### src/rtl/if_stage_if.sv
// Fetch-stage bus: decode-side hazard/redirect controls, instruction-memory
// handshake, and the IF/ID pipeline-register outputs.
interface if_stage_if;
   logic        stall_i;
   logic        flush_i;
   logic        br_taken_i;
   logic [31:0] br_target_i;
   logic        imem_req_o;
   logic [31:0] imem_addr_o;
   logic [31:0] imem_rdata_i;
   logic        imem_ready_i;
   logic [31:0] inst_d_o;
   logic [31:0] pc_d_o;
   logic [31:0] pc4_d_o;
   logic        valid_d_o;

   modport master (
      input  stall_i, flush_i, br_taken_i, br_target_i, imem_rdata_i, imem_ready_i,
      output imem_req_o, imem_addr_o, inst_d_o, pc_d_o, pc4_d_o, valid_d_o
   );

   modport slave (
      output stall_i, flush_i, br_taken_i, br_target_i, imem_rdata_i, imem_ready_i,
      input  imem_req_o, imem_addr_o, inst_d_o, pc_d_o, pc4_d_o, valid_d_o
   );
endinterface

### src/rtl/if_stage.sv
// RV32I instruction-fetch stage: PC, single-outstanding imem request,
// one-entry skid for stalled returns, and the IF/ID pipeline register.
module if_stage #(
   parameter logic [31:0] RESET_PC = 32'h0000_0000,
   parameter logic [31:0] NOP_INST = 32'h0000_0013
) (
   input logic         clk_i,
   input logic         rst_i,
   if_stage_if.master  bus
);
   localparam int unsigned XLEN = 32;

   typedef enum logic [1:0] {S_FETCH, S_HOLD, S_DRAIN} state_e;

   state_e            state_q, state_d;
   logic [XLEN-1:0]   pc_q, pc_d;
   logic [XLEN-1:0]   drain_addr_q, drain_addr_d;
   logic [XLEN-1:0]   skid_inst_q, skid_inst_d;
   logic [XLEN-1:0]   skid_pc_q, skid_pc_d;
   logic [XLEN-1:0]   inst_q, inst_d;
   logic [XLEN-1:0]   pcid_q, pcid_d;
   logic [XLEN-1:0]   pc4_q, pc4_d;
   logic              valid_q, valid_d;

   logic              deliver;
   logic [XLEN-1:0]   dlv_inst;
   logic [XLEN-1:0]   dlv_pc;

   always_ff @(posedge clk_i or posedge rst_i) begin
      if (rst_i) begin
         state_q      <= S_FETCH;
         pc_q         <= RESET_PC;
         drain_addr_q <= '0;
         skid_inst_q  <= '0;
         skid_pc_q    <= '0;
         inst_q       <= NOP_INST;
         pcid_q       <= '0;
         pc4_q        <= '0;
         valid_q      <= 1'b0;
      end else begin
         state_q      <= state_d;
         pc_q         <= pc_d;
         drain_addr_q <= drain_addr_d;
         skid_inst_q  <= skid_inst_d;
         skid_pc_q    <= skid_pc_d;
         inst_q       <= inst_d;
         pcid_q       <= pcid_d;
         pc4_q        <= pc4_d;
         valid_q      <= valid_d;
      end
   end

   always_comb begin
      state_d      = state_q;
      pc_d         = pc_q;
      drain_addr_d = drain_addr_q;
      skid_inst_d  = skid_inst_q;
      skid_pc_d    = skid_pc_q;
      inst_d       = inst_q;
      pcid_d       = pcid_q;
      pc4_d        = pc4_q;
      valid_d      = valid_q;
      deliver      = 1'b0;
      dlv_inst     = bus.imem_rdata_i;
      dlv_pc       = pc_q;

      unique case (state_q)
         S_FETCH: begin
            if (bus.br_taken_i) begin
               pc_d = bus.br_target_i;
               // An unanswered request must be seen through at its original address.
               if (!bus.imem_ready_i) begin
                  drain_addr_d = pc_q;
                  state_d      = S_DRAIN;
               end
            end else if (bus.imem_ready_i) begin
               pc_d = pc_q + XLEN'(4);
               if (bus.stall_i) begin
                  skid_inst_d = bus.imem_rdata_i;
                  skid_pc_d   = pc_q;
                  state_d     = S_HOLD;
               end else begin
                  deliver = 1'b1;
               end
            end
         end
         S_HOLD: begin
            if (bus.br_taken_i) begin
               pc_d    = bus.br_target_i;
               state_d = S_FETCH;
            end else if (!bus.stall_i) begin
               deliver  = 1'b1;
               dlv_inst = skid_inst_q;
               dlv_pc   = skid_pc_q;
               state_d  = S_FETCH;
            end
         end
         S_DRAIN: begin
            if (bus.br_taken_i) pc_d = bus.br_target_i;
            if (bus.imem_ready_i) state_d = S_FETCH;
         end
         default: state_d = S_FETCH;
      endcase

      // IF/ID: redirect/flush > stall > delivery > bubble; bubbles keep stale PC fields.
      if (bus.flush_i || bus.br_taken_i) begin
         inst_d  = NOP_INST;
         valid_d = 1'b0;
      end else if (bus.stall_i) begin
         inst_d  = inst_q;
      end else if (deliver) begin
         inst_d  = dlv_inst;
         pcid_d  = dlv_pc;
         pc4_d   = dlv_pc + XLEN'(4);
         valid_d = 1'b1;
      end else begin
         inst_d  = NOP_INST;
         valid_d = 1'b0;
      end
   end

   assign bus.imem_req_o  = (state_q != S_HOLD);
   assign bus.imem_addr_o = (state_q == S_DRAIN) ? drain_addr_q : pc_q;
   assign bus.inst_d_o    = inst_q;
   assign bus.pc_d_o      = pcid_q;
   assign bus.pc4_d_o     = pc4_q;
   assign bus.valid_d_o   = valid_q;
endmodule

### src/flat_wrapper.sv
// flat-port wrapper written by rule: the top's interface ports become plain ports
module if_stage_flat 
#(
   parameter logic [31:0] RESET_PC = 32'h0000_0000,
   parameter logic [31:0] NOP_INST = 32'h0000_0013
)
  (clk_i, rst_i, bus_stall_i, bus_flush_i, bus_br_taken_i, bus_br_target_i, bus_imem_rdata_i, bus_imem_ready_i, bus_imem_req_o, bus_imem_addr_o, bus_inst_d_o, bus_pc_d_o, bus_pc4_d_o, bus_valid_d_o);
  if_stage_if bus_i ();
  input logic clk_i;
  input logic rst_i;
  input wire logic [$bits(bus_i.stall_i)-1:0] bus_stall_i;
  input wire logic [$bits(bus_i.flush_i)-1:0] bus_flush_i;
  input wire logic [$bits(bus_i.br_taken_i)-1:0] bus_br_taken_i;
  input wire logic [$bits(bus_i.br_target_i)-1:0] bus_br_target_i;
  input wire logic [$bits(bus_i.imem_rdata_i)-1:0] bus_imem_rdata_i;
  input wire logic [$bits(bus_i.imem_ready_i)-1:0] bus_imem_ready_i;
  output wire logic [$bits(bus_i.imem_req_o)-1:0] bus_imem_req_o;
  output wire logic [$bits(bus_i.imem_addr_o)-1:0] bus_imem_addr_o;
  output wire logic [$bits(bus_i.inst_d_o)-1:0] bus_inst_d_o;
  output wire logic [$bits(bus_i.pc_d_o)-1:0] bus_pc_d_o;
  output wire logic [$bits(bus_i.pc4_d_o)-1:0] bus_pc4_d_o;
  output wire logic [$bits(bus_i.valid_d_o)-1:0] bus_valid_d_o;
  assign bus_i.stall_i = bus_stall_i;
  assign bus_i.flush_i = bus_flush_i;
  assign bus_i.br_taken_i = bus_br_taken_i;
  assign bus_i.br_target_i = bus_br_target_i;
  assign bus_i.imem_rdata_i = bus_imem_rdata_i;
  assign bus_i.imem_ready_i = bus_imem_ready_i;
  assign bus_imem_req_o = bus_i.imem_req_o;
  assign bus_imem_addr_o = bus_i.imem_addr_o;
  assign bus_inst_d_o = bus_i.inst_d_o;
  assign bus_pc_d_o = bus_i.pc_d_o;
  assign bus_pc4_d_o = bus_i.pc4_d_o;
  assign bus_valid_d_o = bus_i.valid_d_o;
  if_stage #(.RESET_PC(RESET_PC), .NOP_INST(NOP_INST)) u_core (.clk_i(clk_i), .rst_i(rst_i), .bus(bus_i));
endmodule
### config.mk
export PLATFORM = sky130hd
export DESIGN_NAME = if_stage_flat
export DESIGN_NICKNAME = d
export VERILOG_FILES = /design/src/rtl/if_stage_if.sv /design/src/rtl/if_stage.sv /design/src/flat_wrapper.sv
export SDC_FILE = /design/constraint.sdc
export NUM_CORES = 1
export LEC_CHECK = 0
export ABC_AREA = 1
export BUFFER_PORTS_ARGS = -buffer_cell sky130_fd_sc_hd__buf_2
export CAP_MARGIN = 20
export CORE_MARGIN = 10
export CORE_UTILIZATION = 31
export CTS_CLUSTER_DIAMETER = 60
export DETAILED_ROUTE_END_ITERATION = 6
export SLEW_MARGIN = 15
export SYNTH_ARGS = -nofsm -noshare
export SYNTH_HDL_FRONTEND = slang
export SYNTH_SLANG_ARGS = --single-unit
### constraint.sdc
create_clock -name clk_i -period 17.4 [get_ports clk_i]
set_input_delay 3.48 -clock clk_i [delete_from_list [all_inputs] [get_ports clk_i]]
set_output_delay 3.48 -clock clk_i [all_outputs]
set_load 0.01 [all_outputs]
After elaboration in Yosys (flattened, before gate mapping)
Index checks and enable logic that the tools add are counted.
{"block": "totals", "regBits": 227, "input_bits": 70, "word_cells": 64}
{"block": "classes", "add_sub_neg": 2, "eq_ne": 10, "mux": 29, "bitwise": 4, "n_reduce_logical": 10}
{"cell": "2-to-1 mux 32 bit", "count": 12}
{"cell": "adder 32 x 3 -> 32 bit (second input constant)", "count": 2}
{"cell": "case mux 32 bit (2 select lines)", "count": 1}
{"cell": "2-to-1 mux 2 bit", "count": 7}
{"cell": "inequality test 3 bit (second input constant)", "count": 4}
{"cell": "AND reduction 3 bit", "count": 4}
{"cell": "2-to-1 mux 1 bit", "count": 7}
{"cell": "inequality test 2 x 1 -> 1 bit (second input constant)", "count": 3}
{"cell": "case mux 2 bit (3 select lines)", "count": 1}
{"cell": "AND reduction 5 bit", "count": 1}
{"cell": "inverter 1 bit", "count": 4}
{"cell": "AND reduction 4 bit", "count": 1}
{"cell": "== test 2 x 1 -> 1 bit (second input constant)", "count": 1}
{"cell": "== test 2 bit (second input constant)", "count": 1}
{"cell": "zero test 2 bit", "count": 1}
{"cell": "inequality test 2 bit (second input constant)", "count": 1}
{"cell": "case mux 1 bit (2 select lines)", "count": 1}
{"cell": "nonzero test 2 bit", "count": 1}
{"cell": "OR reduction 2 bit", "count": 1}
{"cell": "logical OR 1 bit", "count": 1}

Logic depth before layout (Yosys ltp)
{"block": "logic_depth", "word_depth": 7, "ltp_mapped": 17, "depth_no_buf": 16}

Worst setup path after synthesis
Ideal clock, no wire load.
{"block": "synth_timing", "path_kind": "input to register", "start": "input port bus_stall_i", "end": "register u_core.pc4_q[30] (netlist: u_core.bus.pc4_d_o[30])", "setup_ns": 0.124, "t_arrival_ns": 5.049, "required_ns": 17.276, "slack_ns": 12.227, "stages": 14, "path_buffers": 1, "path_cell_list": "buf_4 o21ai_0 o21ai_0 inv_1 ha_1 nand3_1 inv_1 nand2_1 nor2_4 nand2_2 nor2_2 nand2_1 nand2_1 nand3_1"}
{"block": "synth_between", "elab_cells_between_ends": 11}
{"item": "start, declared", "line": "flat_wrapper.sv:11", "text": "input wire logic [$bits(bus_i.stall_i)-1:0] bus_stall_i;"}
{"item": "2-to-1 mux 32 bit"}
{"item": "2-to-1 mux 32 bit", "line": "if_stage.sv:88", "text": "if (bus.br_taken_i) begin"}
{"item": "2-to-1 mux 32 bit", "line": "if_stage.sv:67", "text": "unique case (state_q)"}
{"item": "named net u_core.dlv_pc[2]", "line": "if_stage.sv:27", "text": "logic [XLEN-1:0] dlv_pc;"}
{"item": "adder 32 x 3 -> 32 bit", "line": "if_stage.sv:114", "text": "pc4_d = dlv_pc + XLEN'(4);"}
{"item": "end signal, assigned", "line": "if_stage.sv:48", "text": "pc4_q <= pc4_d;"}
{"item": "end, declared", "line": "if_stage.sv:22", "text": "logic [XLEN-1:0] pc4_q, pc4_d;"}
The timed path passes the listed nets, and every way through them passes these cells.
A chain may end at the register's enable or synchronous reset.

Worst setup path in the final report
{"block": "layout_timing", "start": "register u_core.state_q[0]", "end": "output port bus_imem_addr_o[15]"}
{"block": "layout_between", "elab_chain_cells": 2}
{"item": "start, declared", "line": "if_stage.sv:15", "text": "state_e state_q, state_d;"}
{"item": "start signal, assigned", "line": "if_stage.sv:41", "text": "state_q <= state_d;"}
{"item": "== test 2 bit", "line": "if_stage.sv:123", "text": "assign bus.imem_addr_o = (state_q == S_DRAIN) ? drain_addr_q : pc_q;"}
{"item": "2-to-1 mux 32 bit", "line": "if_stage.sv:123"}
{"item": "end, declared", "line": "flat_wrapper.sv:18", "text": "output wire logic [$bits(bus_i.imem_addr_o)-1:0] bus_imem_addr_o;"}
No other way between the ends.

==> metrics.md <==
| Metric | Value |
|---|---|
| Status | complete, no violations |
| Mapped cell area | 0.0119 mm^2 |
| CTS Root Cell | clkbuf_16 |
| Postcts setup bufs | 0 |
| Die ar. | 0.0466 mm^2 |
| Rel. slew slack | 0.343 |
| Worst path cell trace | inv_1, ha_2, o21ai_0, buf_2 |
| Worst-skew pair later-pin latency | 0.58 ns |
| Top_reg_cell synth | dfrtp_1 |
| CP required | 13.92 ns |
| CP bufs+invs | 2 |
| Worst path slowest cell | ha_2 |
| First-pass GRT wire length | 64,500 um |
| Yosys warns | 0 |
| Setup TNS | 0 ns |
| Clock Skew | ~0.026 ns |
| P&R area growth vs syn | 19.8% |
| P_int | 1420 uW |
| Share of post-route cells with drive strength above 1 | 0.172 |
| Fin crit share | 0.342 |
| Clock buffer depth | 3 |
| # resized after CTS | 0 |
| First-pass DRT Iterations | 5 |
| Worst EP arrival | approximately 2.5 ns |
| Drt wl/cell | 17.7 um |
| Netlist cell types | 37 |
| # fillers | about 3,900 |
| Finish-stage setup viols | 0 |
| Post-DP HPWL | around 30,000 um |
| Crit-path max cell delay | roughly 0.84 ns |
| Power per cell area | 180 mW/mm^2 |
| Worst-path fanout max | between 60 and 70 |
| Starting Density | 0.315 |
| Max-cap violations | 0 |
| Multi-input logic area | 0.00533 mm^2 |
| Final WL | 41,100 um |
| CTS sink count | 225 |
| Fin nets | 1,863 |
| TritonCTS clock tree | yes |
| Syn Area/Cell | 7.29 um^2 |
| Vias | 11,450 |
| Async SR Flop Fraction | 1.00 |
| I/O pins | 200 |
| Final Non-Filler Cells | 2,324 |
| Synth Instances | 1,630 |
| R2R depth | 10 |
| Register clock-pin slew on the reported worst setup and hold paths | 0.06 ns |
| Sw Share | 0.445 |
| Final RePlAce weighted congestion | 0.920 |
| Violation count after the first detailed-route iteration | 1,043 |
| Largest net degree at the start of global routing | 121 |
| Hold Buf Count CTS | 0 |
| RSZ-0062 raised after global routing | no |
| Vias per cell | 4.93 |
| Leakage | between 0.007 and 0.008 uW |
| Vias in the first global route | 11,062 |
| Path type of the worst setup path | register to output pin |
| Fin crit period | 5.95 ns |
| Final Hold Viols | 0 |
| Initial antenna violation count | 1 |
| Post-synthesis register bit count | 225 |
| Num CTS Buffers | 29 |
| Core area | 0.0378 mm^2 |
| Largest delay share family, worst path | adder cells |
| Total congestion overflow | 0 |
| H-tree depth | 1 |
| Register area share after synthesis | 0.474 |
| ANT nets after route | 0 |
| Switch Pwr | around 1100 uW |
| Buffers on Ports | approximately 200 |
| Die span in x | between 200 and 250 um |
| DR DRC count | 0 |
| Tightest Hold Check Type | register to register |
| Worst hold path cell count | 2 |
| Post-synth EDFFs | 0 |
| Post-placement cell count | 2,267 |
| Cell row count | 71 |
| Total GRT Usage | 0.172 |
| Crit path capture type | output pin |
| FF+latch area | 0.00563 mm^2 |
| Type of origin of the critical path | register |
| Reg power frac | 0.357 |
| Post-Syn Nets | 1,705 |
| Critical Path Stages | 4 |
| Peak supply drop | 0.109 mV |
| Gate power share | 0.404 |
| Clock power share | 0.239 |
| Max Slew Vio Count | 0 |
| Peak Freq | 168 MHz |
| Die Ht | 216 um |
| Worst slew pin tran | between 0.9 and 1 ns |
[sequential cells by signal (all words and copies together), names as in the netlist]
name                  flops
u_core.bus.valid_d_o      1
u_core.skid_inst_q       32
u_core.pc_q              32
u_core.bus.pc_d_o        32
u_core.state_q            2
u_core.bus.pc4_d_o       30
u_core.skid_pc_q         32
u_core.bus.inst_d_o      32
u_core.drain_addr_q      32
[power groups by stage]
| stage | clock, uW | sequential (uW) | combinational, uW |
|---|---|---|---|
| 3_5_place_dp | 0 | 916 | 1040 |
| 6_report | 611 | 914 | 1030 |
| 5_1_grt | 644 | 940 | 1160 |
| 3_3_place_gp | 0 | 911 | 1030 |
| 2_1_floorplan | 0 | 890 | 623 |
| 4_1_cts | 623 | 910 | 1040 |
[metal layers]
metal	track usage	share of wire	wire, um
met1	0.239	0.46	18900
met2	0.265	0.44	18200
met3	0.0337	0.071	2920
met4	0.0458	0.025	1030
met5	0	0	0
[cell type report]
cell class / instances / share of cell area
Antenna cell: 2 / 0.000352
Clock buffer: 38 / 0.0590
Clock inverter: 16 / 0.0106
Inverter: 140 / 0.0374
Multi-Input combinational cell: 1180 / 0.374
Sequential cell: 225 / 0.396
Tap cell: 511 / 0.0449
Timing Repair Buffer: 212 / 0.0777
[worst min-delay path: cells and delay by family (launching register included)]
family           cells  cell delay (ns)
DFF                  1             0.34
and+or+nand+nor      2             0.11
[synth_stat cells, types with 10 or more instances]
cell type | n | area [um^2]
o22ai_1 | 12 | 75.1
nand4_1 | 15 | 93.8
nor2_1 | 129 | 484
dfrtp_1 | 222 | 5560
nand2_1 | 557 | 2090
a31oi_1 | 10 | 62.6
o21ai_1 | 17 | 85.1
o21ai_0 | 230 | 1150
buf_2 | 23 | 115
inv_1 | 132 | 495
a21oi_1 | 24 | 120
clkbuf_1 | 48 | 180
nor3_1 | 11 | 55.1
nand3_1 | 115 | 576
[metrics by stage]
step                utilization  worst slack (ns)  instance area (um^2)  power (uW)  hold slack, ns
floorplan                     -              7.76                 11900        1510           0.448
global placement          0.350             11.03                 13200        1940           0.462
detailed placement        0.350             10.98                 13200        1950           0.463
CTS                       0.376             11.37                 14200        2570           0.480
global route              0.377             11.25                 14200        2740           0.493
finish                    0.377             11.45                 14200        2560           0.475
[final timing paths]
path	from	end	slack, ns
hold / removal	u_core.bus.pc4_d_o[13]	u_core.bus.pc4_d_o[13]	0.48
setup / recovery	u_core.state_q[0]	bus_imem_addr_o[15]	11.45
max in group asynchronous	rst_i	u_core.bus.pc_d_o[13]	12.37
min in group asynchronous	rst_i	u_core.drain_addr_q[26]	3.09
setup reg to reg	u_core.state_q[0]	u_core.bus.pc4_d_o[12]	13.90
hold reg to reg	u_core.bus.pc4_d_o[13]	u_core.bus.pc4_d_o[13]	0.48
[cells in the final DEF, fill, tap and decap left out, drive strengths merged]
cell type | netlist | routed
a21boi | 1 | 1
xor2 | 5 | 5
nor3 | 11 | 11
bufinv | 0 | 1
o31ai | 3 | 3
clkinv | 2 | 10
dfstp | 3 | 3
mux2 | 1 | 1
nand2 | 567 | 567
clkinvlp | 0 | 3
a21oi | 24 | 24
o21a | 2 | 2
nand4 | 15 | 15
o22ai | 12 | 12
dfrtp | 222 | 222
ha | 5 | 5
o21ai | 248 | 248
a31oi | 10 | 10
nor2 | 146 | 146
o211ai | 8 | 8
a22oi | 2 | 2
buf | 37 | 212
clkbuf | 48 | 38
inv | 138 | 142
diode | 0 | 2
nand3 | 116 | 116
mux2i | 1 | 1
or2 | 3 | 3
[cells by family after synthesis]
kind of cell	Yosys count	synth area share
AND/OR/NAND/NOR	858	0.300
AO/OA/AOI/OAI	310	0.137
buffers and inverters	225	0.0792
flip-flops	225	0.474
XOR/XNOR	5	0.00368
adder cells (fa/ha/maj)	5	0.00526
multiplexers	2	0.00179
No activity file was read; power rests on OpenSTA's default activity.
